## config.mk

```make
export PLATFORM = sky130hd
export DESIGN_NAME = uart_cmd_responder
export DESIGN_NICKNAME = d
export VERILOG_FILES = /design/src/rtl/uart_cmd_responder.sv
export SDC_FILE = /design/constraint.sdc
export NUM_CORES = 1
export LEC_CHECK = 0
export BUFFER_PORTS_ARGS = -buffer_cell sky130_fd_sc_hd__buf_2
export CAP_MARGIN = 20
export CORE_AREA = 4 4 87 89
export DETAILED_ROUTE_END_ITERATION = 12
export DIE_AREA = 0 0 91 93
export PLACE_DENSITY = 0.71
export SLEW_MARGIN = 10
export SYNTH_ARGS = -nofsm -noshare
export SYNTH_HDL_FRONTEND = slang
export SYNTH_SLANG_ARGS = --single-unit
```

## constraint.sdc

```tcl
create_clock -name clk -period 6.86 [get_ports clk]
set_input_delay 0.686 -clock clk [delete_from_list [all_inputs] [get_ports clk]]
set_output_delay 0.686 -clock clk [all_outputs]
set_load 0.01 [all_outputs]
```

## src/rtl/uart_cmd_responder.sv

```systemverilog
// ---------------------------------------------------------------------------
// uart_cmd_responder
//   Knight-side end of the RemoteComm serial link. A UART receiver
//   deserializes bytes from RX and an assembler packs two consecutive good
//   bytes into a 16-bit command for cmd_proc. A UART transmitter serializes
//   an 8-bit response byte back out on TX. RX and TX run independently.
//
//   Frame format: 1 start bit (0), 8 data bits LSB first, 1 stop bit (1).
//
// Parameters
//   BAUD_DIV      clk cycles per bit (>= 8)
//   TIMEOUT_BITS  inter-byte timeout in bit times (CMD_TIMEOUT_EN only)
//
// Optional feature macro
//   CMD_TIMEOUT_EN  when defined, a half-assembled command (first byte held)
//                   is discarded after TIMEOUT_BITS*BAUD_DIV idle clks.
//
// Ports
//   clk          in   system clock, all logic on posedge
//   rst          in   synchronous active-high reset
//   RX           in   serial input, idle high, asynchronous to clk
//   TX           out  serial output, idle high
//   cmd          out  [15:0] assembled command {first byte, second byte}
//   cmd_rdy      out  cmd valid, held until clr_cmd_rdy
//   clr_cmd_rdy  in   acknowledge, clears cmd_rdy
//   resp         in   [7:0] response byte, sampled when trmt is accepted
//   trmt         in   1-clk pulse requesting transmission of resp
//   tx_done      out  response fully sent, held until next accepted trmt
// ---------------------------------------------------------------------------
module uart_cmd_responder #(
    parameter int BAUD_DIV     = 2604,
    parameter int TIMEOUT_BITS = 32
) (
    input  logic        clk,
    input  logic        rst,
    input  logic        RX,
    output logic        TX,
    output logic [15:0] cmd,
    output logic        cmd_rdy,
    input  logic        clr_cmd_rdy,
    input  logic [7:0]  resp,
    input  logic        trmt,
    output logic        tx_done
);

    localparam int CNT_W = $clog2(BAUD_DIV);

    typedef enum logic {RX_IDLE, RX_BUSY}  rx_state_t;
    typedef enum logic {WAIT_HI, WAIT_LO}  asm_state_t;
    typedef enum logic {TX_IDLE, TX_XMIT}  tx_state_t;

    // ---------------- RX synchronizer ----------------
    logic rx_meta, rx_sync, rx_prev;

    always_ff @(posedge clk) begin
        if (rst) begin
            rx_meta <= 1'b1;
            rx_sync <= 1'b1;
            rx_prev <= 1'b1;
        end else begin
            rx_meta <= RX;
            rx_sync <= rx_meta;
            rx_prev <= rx_sync;
        end
    end

    // ---------------- RX bit sampler ----------------
    rx_state_t        rx_state, rx_state_nxt;
    logic [CNT_W-1:0] rx_baud_cnt;
    logic [3:0]       rx_bit_idx;
    logic [7:0]       rx_shift;
    logic             rx_start, rx_sample, rx_stop_smp, rx_false_start;
    logic             rx_good, rx_ferr;

    assign rx_start       = (rx_state == RX_IDLE) && rx_prev && !rx_sync;
    assign rx_sample      = (rx_state == RX_BUSY) && (rx_baud_cnt == '0);
    assign rx_false_start = rx_sample && (rx_bit_idx == 4'd0) && rx_sync;
    assign rx_stop_smp    = rx_sample && (rx_bit_idx == 4'd9);
    assign rx_good        = rx_stop_smp && rx_sync;
    assign rx_ferr        = rx_stop_smp && !rx_sync;

    always_ff @(posedge clk) begin
        if (rst) rx_state <= RX_IDLE;
        else     rx_state <= rx_state_nxt;
    end

    always_comb begin
        rx_state_nxt = rx_state;
        case (rx_state)
            RX_IDLE: if (rx_start) rx_state_nxt = RX_BUSY;
            RX_BUSY: if (rx_false_start || rx_stop_smp) rx_state_nxt = RX_IDLE;
            default: rx_state_nxt = RX_IDLE;
        endcase
    end

    // First sample lands mid start bit, later ones one bit time apart.
    always_ff @(posedge clk) begin
        if (rst) begin
            rx_baud_cnt <= '0;
            rx_bit_idx  <= 4'd0;
        end else if (rx_start) begin
            rx_baud_cnt <= CNT_W'(BAUD_DIV / 2 - 1);
            rx_bit_idx  <= 4'd0;
        end else if (rx_state == RX_BUSY) begin
            if (rx_baud_cnt == '0) begin
                rx_baud_cnt <= CNT_W'(BAUD_DIV - 1);
                rx_bit_idx  <= rx_bit_idx + 4'd1;
            end else begin
                rx_baud_cnt <= rx_baud_cnt - 1'b1;
            end
        end
    end

    always_ff @(posedge clk) begin
        if (rx_sample && (rx_bit_idx >= 4'd1) && (rx_bit_idx <= 4'd8))
            rx_shift <= {rx_sync, rx_shift[7:1]};
    end

    // ---------------- stage p1: received byte handed to assembler ----------------
    logic       byte_vld_p1, ferr_p1;
    logic [7:0] byte_p1;

    always_ff @(posedge clk) begin
        if (rst) begin
            byte_vld_p1 <= 1'b0;
            ferr_p1     <= 1'b0;
        end else begin
            byte_vld_p1 <= rx_good;
            ferr_p1     <= rx_ferr;
        end
    end

    always_ff @(posedge clk) begin
        if (rx_good) byte_p1 <= rx_shift;
    end

    // ---------------- command assembler ----------------
    asm_state_t asm_state, asm_state_nxt;
    logic [7:0] hi_byte;
    logic       timeout;

`ifdef CMD_TIMEOUT_EN
    localparam int TO_LIMIT = TIMEOUT_BITS * BAUD_DIV;
    localparam int TO_W     = $clog2(TO_LIMIT + 1);
    logic [TO_W-1:0] to_cnt;

    // Only idle line time counts; a frame in flight holds the counter at
    // zero so a slow second byte is never cut off mid-reception.
    always_ff @(posedge clk) begin
        if (rst)
            to_cnt <= '0;
        else if ((asm_state != WAIT_LO) || rx_start || (rx_state == RX_BUSY))
            to_cnt <= '0;
        else if (!timeout)
            to_cnt <= to_cnt + 1'b1;
    end

    assign timeout = (to_cnt == TO_W'(TO_LIMIT));
`else
    // Feature disabled: WAIT_LO waits forever; this expression is constant 0.
    assign timeout = (TIMEOUT_BITS < 0);
`endif

    always_ff @(posedge clk) begin
        if (rst) asm_state <= WAIT_HI;
        else     asm_state <= asm_state_nxt;
    end

    always_comb begin
        asm_state_nxt = asm_state;
        case (asm_state)
            WAIT_HI: if (byte_vld_p1) asm_state_nxt = WAIT_LO;
            WAIT_LO: if (byte_vld_p1 || ferr_p1 || timeout) asm_state_nxt = WAIT_HI;
            default: asm_state_nxt = WAIT_HI;
        endcase
    end

    always_ff @(posedge clk) begin
        if ((asm_state == WAIT_HI) && byte_vld_p1) hi_byte <= byte_p1;
    end

    // Set has priority over the consumer acknowledge.
    always_ff @(posedge clk) begin
        if (rst) begin
            cmd     <= 16'h0000;
            cmd_rdy <= 1'b0;
        end else if ((asm_state == WAIT_LO) && byte_vld_p1) begin
            cmd     <= {hi_byte, byte_p1};
            cmd_rdy <= 1'b1;
        end else if ((asm_state == WAIT_HI) && byte_vld_p1) begin
            cmd_rdy <= 1'b0;
        end else if (clr_cmd_rdy) begin
            cmd_rdy <= 1'b0;
        end
    end

    // ---------------- transmitter ----------------
    tx_state_t        tx_state, tx_state_nxt;
    logic [CNT_W-1:0] tx_baud_cnt;
    logic [3:0]       tx_bit_cnt;
    logic [8:0]       tx_shift;
    logic             tx_accept, tx_bit_end, tx_last;

    assign tx_accept  = (tx_state == TX_IDLE) && trmt;
    assign tx_bit_end = (tx_state == TX_XMIT) && (tx_baud_cnt == CNT_W'(BAUD_DIV - 1));
    assign tx_last    = tx_bit_end && (tx_bit_cnt == 4'd9);

    always_ff @(posedge clk) begin
        if (rst) tx_state <= TX_IDLE;
        else     tx_state <= tx_state_nxt;
    end

    always_comb begin
        tx_state_nxt = tx_state;
        case (tx_state)
            TX_IDLE: if (trmt)    tx_state_nxt = TX_XMIT;
            TX_XMIT: if (tx_last) tx_state_nxt = TX_IDLE;
            default: tx_state_nxt = TX_IDLE;
        endcase
    end

    // TX is registered: the start bit is driven directly on accept, the
    // shift register then supplies data bits and the stop bit.
    always_ff @(posedge clk) begin
        if (rst) begin
            TX          <= 1'b1;
            tx_done     <= 1'b0;
            tx_baud_cnt <= '0;
            tx_bit_cnt  <= 4'd0;
        end else if (tx_accept) begin
            TX          <= 1'b0;
            tx_done     <= 1'b0;
            tx_baud_cnt <= '0;
            tx_bit_cnt  <= 4'd0;
        end else if (tx_last) begin
            TX          <= 1'b1;
            tx_done     <= 1'b1;
            tx_baud_cnt <= '0;
        end else if (tx_bit_end) begin
            TX          <= tx_shift[0];
            tx_baud_cnt <= '0;
            tx_bit_cnt  <= tx_bit_cnt + 4'd1;
        end else if (tx_state == TX_XMIT) begin
            tx_baud_cnt <= tx_baud_cnt + 1'b1;
        end
    end

    always_ff @(posedge clk) begin
        if (tx_accept)
            tx_shift <= {1'b1, resp};
        else if (tx_bit_end)
            tx_shift <= {1'b1, tx_shift[8:1]};
    end

endmodule

```

==> results by group <==
Outcome
  – Status: complete, no violations

Detailed routing
  – Via-per-instance ratio: 5.27
  – WL/cell: approximately 13 um
  – Drt total wl: 5.91 mm
  – DRC viols: 0
  – Antenna Nets Post-Route: 0
  – DR iter-0 viols: 110
  – DR vias: 2451
  – Router iterations before antenna repair: 4

Worst setup path
  – CP Class: reg -> reg
  – Crit start category: flip-flop
  – R2R setup slack: around 4.0 ns
  – Critical path capture point type: flip-flop
  – Critical path arrival: 2.87 ns
  – CP max FO: 13
  – CP Data Required Time: 6.84 ns

STA
  – Tightest Pin Transition: between 0.9 and 1 ns
  – Final Hold Viols: 0
  – Setup TNS: 0 ns
  – Slew Limit Fails: 0
  – Period utilization: a little over two fifths
  – Unrepaired setup endpoints after global routing: false
  – Layout Skew: 0.0155 ns
  – Headroom to the max-slew limit: 33.6%
  – Setup violators final: 0
  – Post-layout min period: approximately 2.9 ns
  – Peak Freq: 346 MHz
  – Final Hold Slack: 0.418 ns

Yosys
  – Top_reg_cell synth: dfxtp_1
  – Yosys reg bits: 91
  – Mapped Nets: 373
  – Cell with the most instances after synthesis: nand2_1
  – Synth top cells by count: 65 x nand2_1, 59 x dfxtp_1, 32 x edfxtp_1, 28 x nor2_1, 27 x a21oi_1
  – Syn avg cell area: 10.3 um^2
  – Cell area after synthesis: roughly 0.0036 mm^2
  – Yosys top cell by area: dfxtp_1
  – Largest cells by area after synthesis: dfxtp_1 33%, edfxtp_1 27%, nand2_1 6.7%
  – Post-synth ARST share: 0%
  – YS warnings: 0
  – Top cell type's share of synthesized area: 32.6%
  – Synth cell types: 43
  – Sequential-to-total area share from yosys stat: 59.1%
  – Synth Instances: 353
  – Post-synth EDFFs: 32

Global route
  – Tot GR Track Use: roughly 15%
  – First-pass GRT wire length: 10.3 mm
  – Initial antenna violation count: 0
  – Gr ovfl total: 0
  – Largest net degree at the start of global routing: 35
  – Vias in the first global route: around 2400

Placement
  – Hpwl dp: 4.10 mm
  – RD Place Congestion: 0.772
  – DP Area: 0.00382 mm^2
  – # port buffers: 31

Layout
  – Area grow syn2layout: 10.9%
  – Register area: 0.00214 mm^2
  – # fillers: 582
  – Cell area after layout: 0.00402 mm^2
  – ANT cells: 0
  – Nets: 400
  – Layout cells sized above 1: 14.3%
  – Multi-input combinational cell area: 0.00139 mm^2

CTS
  – Clock Latency Late Sink: 0.37 ns
  – Total setup buffers inserted after CTS: 0
  – H-tree levels: 3
  – Hold-fix buffers, CTS: 0
  – CTS Buf Count: 9
  – CTS Buffer Depth: 2
  – Clk pin slew, worst setup/hold paths: 0.10 ns
  – Number of gates resized after cts: 0
  – CTS Sinks: 91
  – Root Driver: clkbuf_8
  – CTS tree: built

Floorplan
  – CORE AREA: around 0.0068 mm^2
  – Die area: 0.00846 mm^2
  – Initial Utilization: 53.6%
  – Num rows: 30
  – # IOs: 32
  – Die height: 93 um
  – Chip width: 91 um

Worst hold path
  – Hold Crit Class: reg -> reg

Pwr
  – Cell area power density: 290 mW/mm^2
  – Leakage: 0.00151 uW
  – Maximum vdd drop: between 100 and 150 uV

Flow run
  – Max-Cap Viols: 0
==> flip-flops by register name, summed over array words and instances, names as in the netlist, 4 cells and up <==
name and cells:
rx_baud_cnt 12, tx_bit_cnt 4, rx_bit_idx 4, rx_shift 8
tx_shift 8, byte_p1 8, cmd 16, tx_baud_cnt 12
hi_byte 8
==> final timing paths <==
| kind | from | endpoint | cells past startpoint |
|---|---|---|---|
| setup / recovery | rx_baud_cnt[0]$_SDFFE_PP0P_ | rx_shift[2]$_DFFE_PP_ | 5 |
| hold / removal | rx_meta$_SDFF_PP1_ | rx_sync$_SDFF_PP1_ | 1 |
| setup reg to reg | rx_baud_cnt[0]$_SDFFE_PP0P_ | rx_shift[2]$_DFFE_PP_ | 5 |
| hold reg to reg | rx_meta$_SDFF_PP1_ | rx_sync$_SDFF_PP1_ | 1 |
==> critical path, stage by stage (launching register included) <==
cell      delay (ns)
dfxtp_1         0.35
inv_1           0.06
ha_1            0.19
nor4b_4         0.39
nand4_1         0.54
a211oi_1        0.96
==> per-layer routing <==
layer	up-vias	GRT usage [%]	wire length, um
li1	1282	-	-
met4	0	7.54	103
met1	1108	18.6	2880
met3	8	3.22	243
met5	-	0	0
met2	53	24.7	2680
==> power by group <==
group	total [uW]	switching, uW	leakage, uW	internal (uW)
clock	354	210	0.000103	145
combinational	183	106	0.000640	77.1
sequential	626	37.8	0.000769	588
total	1160	354	0.00151	810
==> cell families after synthesis <==
logic type               Yosys count  share of synthesized area (%)
flip-flops                        91                           59.1
AO/OA/AOI/OAI                     48                           7.91
buffers and inverters             24                           2.59
multiplexers                       5                           1.38
AND/OR/NAND/NOR                  160                           22.2
XOR/XNOR                          18                           4.35
adder cells (fa/ha/maj)            7                           2.42
==> final cells by class <==
class                           instances  share of cell area, %
Multi-Input combinational cell        238                   34.5
Clock inverter                          7                   1.90
Timing Repair Buffer                   31                   3.86
Inverter                                9                  0.841
Tap cell                               80                   2.49
Sequential cell                        91                   53.3
Clock buffer                            9                   3.08
==> per-stage QoR <==
stage	total power [uW]	worst slack, ns	utilization, %	cells
2_1_floorplan	781	4.54	-	353
3_3_place_gp	815	4.05	56.5	449
3_5_place_dp	821	3.90	56.5	449
4_1_cts	1170	3.94	59.5	465
5_1_grt	1230	3.78	59.5	465
6_report	1160	3.97	59.5	465
==> placed cells by master (no fill, tap or decap), drive strengths merged, types with 4 or more instances in the layout <==
| cell | count |
|---|---|
| xor2 | 9 |
| inv | 13 |
| nand2b | 4 |
| dfxtp | 59 |
| buf | 31 |
| ha | 7 |
| nor2 | 28 |
| nor3 | 15 |
| xnor2 | 9 |
| o21ai | 6 |
| clkbuf | 9 |
| edfxtp | 32 |
| nand3 | 9 |
| nand2 | 65 |
| mux2i | 5 |
| nor2b | 5 |
| nand4 | 8 |
| a21oi | 27 |
No activity file was read; power rests on OpenSTA's default activity.
